### config.mk
export PLATFORM = sky130hd
export DESIGN_NAME = multicycle_ctrl
export DESIGN_NICKNAME = d
export VERILOG_FILES = /design/src/rtl/multicycle_ctrl.sv
export SDC_FILE = /design/constraint.sdc
export NUM_CORES = 1
export LEC_CHECK = 0
export ABC_CLOCK_PERIOD_IN_PS = 4450
export BUFFER_PORTS_ARGS = -buffer_cell sky130_fd_sc_hd__buf_2
export CAP_MARGIN = 20
export CORE_AREA = 2 2 39 41
export DETAILED_ROUTE_END_ITERATION = 10
export DIE_AREA = 0 0 41 43
export PLACE_DENSITY = 0.7
export SYNTH_ARGS = -nofsm -noshare
export SYNTH_HDL_FRONTEND = slang
export SYNTH_SLANG_ARGS = --single-unit
### constraint.sdc
create_clock -name clk -period 4.45 [get_ports clk]
set_clock_uncertainty 0.15 [all_clocks]
set_input_delay 0.89 -clock clk [delete_from_list [all_inputs] [get_ports clk]]
set_output_delay 0.89 -clock clk [all_outputs]
set_load 0.005 [all_outputs]
### src/rtl/multicycle_ctrl.sv
// Control FSM for a multicycle MIPS-style datapath: FETCH -> DECODE -> EXEC -> MEM -> WB.
// Strobes are decoded from the current state and the stable IR opcode; ext_sel is latched in DECODE.
module multicycle_ctrl #(
  parameter int DATA_WIDTH = 32
) (
  input  logic       clk,
  input  logic       rst,
  input  logic [5:0] opcode,
  input  logic       alu_zero,
  input  logic       mem_ready,
  output logic       mem_read,
  output logic       mem_write,
  output logic       ir_write,
  output logic       pc_write,
  output logic       reg_write,
  output logic       alu_src_imm,
  output logic       ext_sel,
  output logic       illegal,
  output logic [2:0] state
);

  // Extension choice only matters when the immediate is narrower than the datapath.
  localparam int IMM_WIDTH  = DATA_WIDTH / 2;
  localparam bit EXT_ACTIVE = (IMM_WIDTH < DATA_WIDTH);

  localparam logic [5:0] OP_RTYPE = 6'b000000;
  localparam logic [5:0] OP_ADDI  = 6'b001000;
  localparam logic [5:0] OP_ANDI  = 6'b001100;
  localparam logic [5:0] OP_ORI   = 6'b001101;
  localparam logic [5:0] OP_LW    = 6'b100011;
  localparam logic [5:0] OP_SW    = 6'b101011;
  localparam logic [5:0] OP_BEQ   = 6'b000100;

  typedef enum logic [2:0] {
    S_FETCH  = 3'd0,
    S_DECODE = 3'd1,
    S_EXEC   = 3'd2,
    S_MEM    = 3'd3,
    S_WB     = 3'd4
  } state_t;

  state_t state_q, state_d;
  logic   ext_sel_q, ext_sel_d;

  logic is_rtype, is_imm, is_zext, is_lw, is_sw, is_beq, is_legal;

  always_comb begin
    is_rtype = (opcode == OP_RTYPE);
    is_zext  = (opcode == OP_ANDI) || (opcode == OP_ORI);
    is_imm   = (opcode == OP_ADDI) || is_zext;
    is_lw    = (opcode == OP_LW);
    is_sw    = (opcode == OP_SW);
    is_beq   = (opcode == OP_BEQ);
    is_legal = is_rtype || is_imm || is_lw || is_sw || is_beq;
  end

  logic mem_read_c, mem_write_c, ir_write_c, pc_write_c;
  logic reg_write_c, alu_src_imm_c, illegal_c;

  always_comb begin
    state_d       = state_q;
    ext_sel_d     = ext_sel_q;
    mem_read_c    = 1'b0;
    mem_write_c   = 1'b0;
    ir_write_c    = 1'b0;
    pc_write_c    = 1'b0;
    reg_write_c   = 1'b0;
    alu_src_imm_c = 1'b0;
    illegal_c     = 1'b0;
    case (state_q)
      S_FETCH: begin
        mem_read_c = 1'b1;
        if (mem_ready) begin
          ir_write_c = 1'b1;
          pc_write_c = 1'b1;
          state_d    = S_DECODE;
        end
      end
      S_DECODE: begin
        ext_sel_d = EXT_ACTIVE && is_zext;
        if (is_legal) begin
          state_d = S_EXEC;
        end else begin
          illegal_c = 1'b1;
          state_d   = S_FETCH;
        end
      end
      S_EXEC: begin
        alu_src_imm_c = is_imm || is_lw || is_sw;
        if (is_beq) begin
          pc_write_c = alu_zero;
          state_d    = S_FETCH;
        end else if (is_lw || is_sw) begin
          state_d = S_MEM;
        end else if (is_rtype || is_imm) begin
          state_d = S_WB;
        end else begin
          state_d = S_FETCH;
        end
      end
      S_MEM: begin
        mem_read_c  = is_lw;
        mem_write_c = is_sw;
        if (mem_ready) begin
          state_d = is_lw ? S_WB : S_FETCH;
        end
      end
      S_WB: begin
        reg_write_c = 1'b1;
        state_d     = S_FETCH;
      end
      default: state_d = S_FETCH;
    endcase
  end

  always_ff @(posedge clk or posedge rst) begin
    if (rst) begin
      state_q   <= S_FETCH;
      ext_sel_q <= 1'b0;
    end else begin
      state_q   <= state_d;
      ext_sel_q <= ext_sel_d;
    end
  end

  // Strobes are gated by rst so an in-flight access drops the moment reset rises.
  assign mem_read    = mem_read_c    & ~rst;
  assign mem_write   = mem_write_c   & ~rst;
  assign ir_write    = ir_write_c    & ~rst;
  assign pc_write    = pc_write_c    & ~rst;
  assign reg_write   = reg_write_c   & ~rst;
  assign alu_src_imm = alu_src_imm_c & ~rst;
  assign illegal     = illegal_c     & ~rst;
  assign ext_sel     = ext_sel_q;
  assign state       = state_q;

endmodule

==> impl_results.md <==
* Yosys cell types at 31
* DIE AREA at 1763 µm²
* PortBufs at 20
* Int Power at 123.7 µW
* Clock Sinks at 4
* First-pass DRT Iterations at 2
* Worst setup EP type: output pin
* Register share of total power at 0.334
* Crit start category: input port
* First-pass GRT wire length at 1511 µm
* Avg WL per Cell at 11.39 µm
* CP required at 3410 ps
* Critical path's slowest cell: and4b_1
* Gates resized, CTS repair at 0
* Routability cong. at 0.7031
* DRT antenna net count at 0
* H-tree levels at 1
* Drt drc at 0
* Switching Share at 0.4146
* Leak at 0.0002585 µW
* CTS tree: built
* Grt total ovfl at 0
* GRT Total Usage at 0.1280
* Die Ht at 43 µm
* Fmax at 331.7 MHz
* Synth-to-Final Area Change at 29.52%
* Sw Pwr at 87.63 µW
* Initial core utilization at 0.3002
* Relative slew margins at 0.7628
* Critical path type: in2out
* Largest net degree at the start of global routing at 13
* Total number of vias at 464
* Root buffer cell: clkbuf_4
* EDFF count, synth at 0
* TritonCTS Buffers at 3
* Critical Path AT at 1970 ps
* Cell taking the most area after synthesis: dfrtp_1
* Reg clk slew, reported paths at 40 ps
* Synth top area share at 0.2410
* Ys flop type: dfrtp_1
* Post-DP HPWL at 776.7 µm
* I/O pin count at 21
* Logic pwr share at 0.461
* Power per Cell Area at 392.9 nW/µm²
* Sequential element share of the synthesized area at 0.2410
* Cell area after layout at 538.0 µm²
* Clk_lat worst skew at 230 ps
* Setup total negative slack at 0 ps
* Ant. Diodes at 0
* WL final at 1002 µm
* Top post-synthesis cells by area: dfrtp_1 (24%), a2111oi_4 (6.6%), nand2_1 (4.5%)
* Crit share post-route at 0.6775
* Hold Buf Count CTS at 0
* Core footprint at 1384 µm²
* Syn Std Cell Area at 415.4 µm²
* Final hold vios at 0
* RSZ-0062 raised after global routing: false
* Async SR Flop Fraction at 1.000
* Cell Rows at 14
* Post-DP Area at 515.5 µm²
* Worst path cell trace: buf_2 -> and4b_1 -> nand2_1 -> nor4b_1 -> buf_2
* Worst-margin pin slew at 355.8 ps
* Max cap viols at 0
* Max Buffers Root-to-Sink at 2
* Period minus WS final at 3015 ps
* Fin nets at 84
* Crit-path most repeated cell: buf_2
* Mapped Nets at 62
* Worst hold path class: reg2reg
* Highest ir drop seen on vdd at 227.1 µV
* Die Wd at 41 µm
* Top cell family by delay on the critical path: simple AND/OR/NAND/NOR gates
* Status: complete, no violations
* Vias in the first global route at 388
* WP buf/inv at 2
* Final setup viols at 0
* Iter 0 DRT Violations at 4
* Max-slew violation count at 0
* Vias per cell at 5.273
* Share of cells above drive strength 1 at 0.3611
* # Post-CTS Setup Buffers at 0
* Clk pwr share at 0.205
* Yosys reg bits at 4
* Synthesis Warnings at 0
* Fill cells at 141
* Slowest stage delay, CP at 360 ps
* Syn_area_per_cell at 7.988 µm²
* Synthesized instance count at 52
* Antenna violations before repair at 0
* CP Max Fanout at 7
-- area by class of cell --
type,count,area (µm²),area share
Clock buffer,3,22.52,0.04186
Inverter,4,15.01,0.02791
Multi-Input combinational cell,41,280.3,0.5209
Sequential cell,4,100.1,0.1860
Tap cell,16,20.02,0.03721
Timing Repair Buffer,20,100.1,0.1860
-- power by group through the flow --
stage	clock network [µW]	registers, µW	logic, µW
floorplan	0	53.2	83.5
global placement	0	71.5	97.6
detailed placement	0	71.4	98.8
CTS	46.8	70.7	99.0
global route	47.3	74.0	110
finish	43.3	70.6	97.5
-- worst register-to-register path, cell delays in order, from the launching register on --
cell      delay, ps
dfrtp_1         540
nor2b_1         360
nand2_1         120
a221oi_1        330
-- stage by stage --
stage	worst slack (ps)	total power [µW]	hold WS [ps]	std cells	utilization
3_5_place_dp	1438	170.2	355.8	85	0.3725
6_report	1435	211.4	367.1	88	0.3888
2_1_floorplan	1699	136.7	353.1	52	-
5_1_grt	1377	230.8	387.7	88	0.3888
3_3_place_gp	1458	169.1	357.4	85	0.3725
4_1_cts	1433	216.5	372.4	88	0.3888
-- layer usage --
layer | track usage | part of all wire | vias to the layer above
met5 | 0 | 0 | -
met4 | 0.1000 | 0 | 0
met3 | 0.01571 | 0.060 | 0
met2 | 0.1844 | 0.47 | 12
met1 | 0.1629 | 0.47 | 211
li1 | - | - | 241
-- path summary, 6_finish.rpt --
check                               start         to  slack [ps]  cells after the start
worst max register to register   state[1]   state[1]        2840                      3
min in group asynchronous             rst   state[1]         450                      2
worst min register to register    ext_sel    ext_sel         370                      2
max in group asynchronous             rst   state[2]        3550                      2
worst min-delay path              ext_sel    ext_sel         370                      2
worst max-delay path            opcode[2]  mem_write        1440                      5
-- flip-flops by register name, summed over array words and instances (netlist names) --
signal,cells
state,3
ext_sel,1
-- cells in the mapped netlist, types with 2 or more instances --
library cell  n
nand2_1       5
dfrtp_1       4
inv_1         4
nor2_1        4
a211oi_1      2
a21oi_1       2
a31oi_1       2
a32oi_1       2
nand2b_1      2
nor2b_1       2
nor3_1        2
o21ai_0       2
-- cell usage in the layout (no fill, tap or decap), types with 3 or more instances in the layout --
cell / instances
dfrtp_1: 4
nor2_1: 4
buf_2: 20
clkbuf_4: 3
nand2_1: 5
inv_1: 4
-- kinds of logic after synthesis --
family | synth area share
AO/OA/AOI/OAI | 0.3434
buffers and inverters | 0.08430
AND/OR/NAND/NOR | 0.3314
flip-flops | 0.2410
Power figures use the tool's default switching activity.
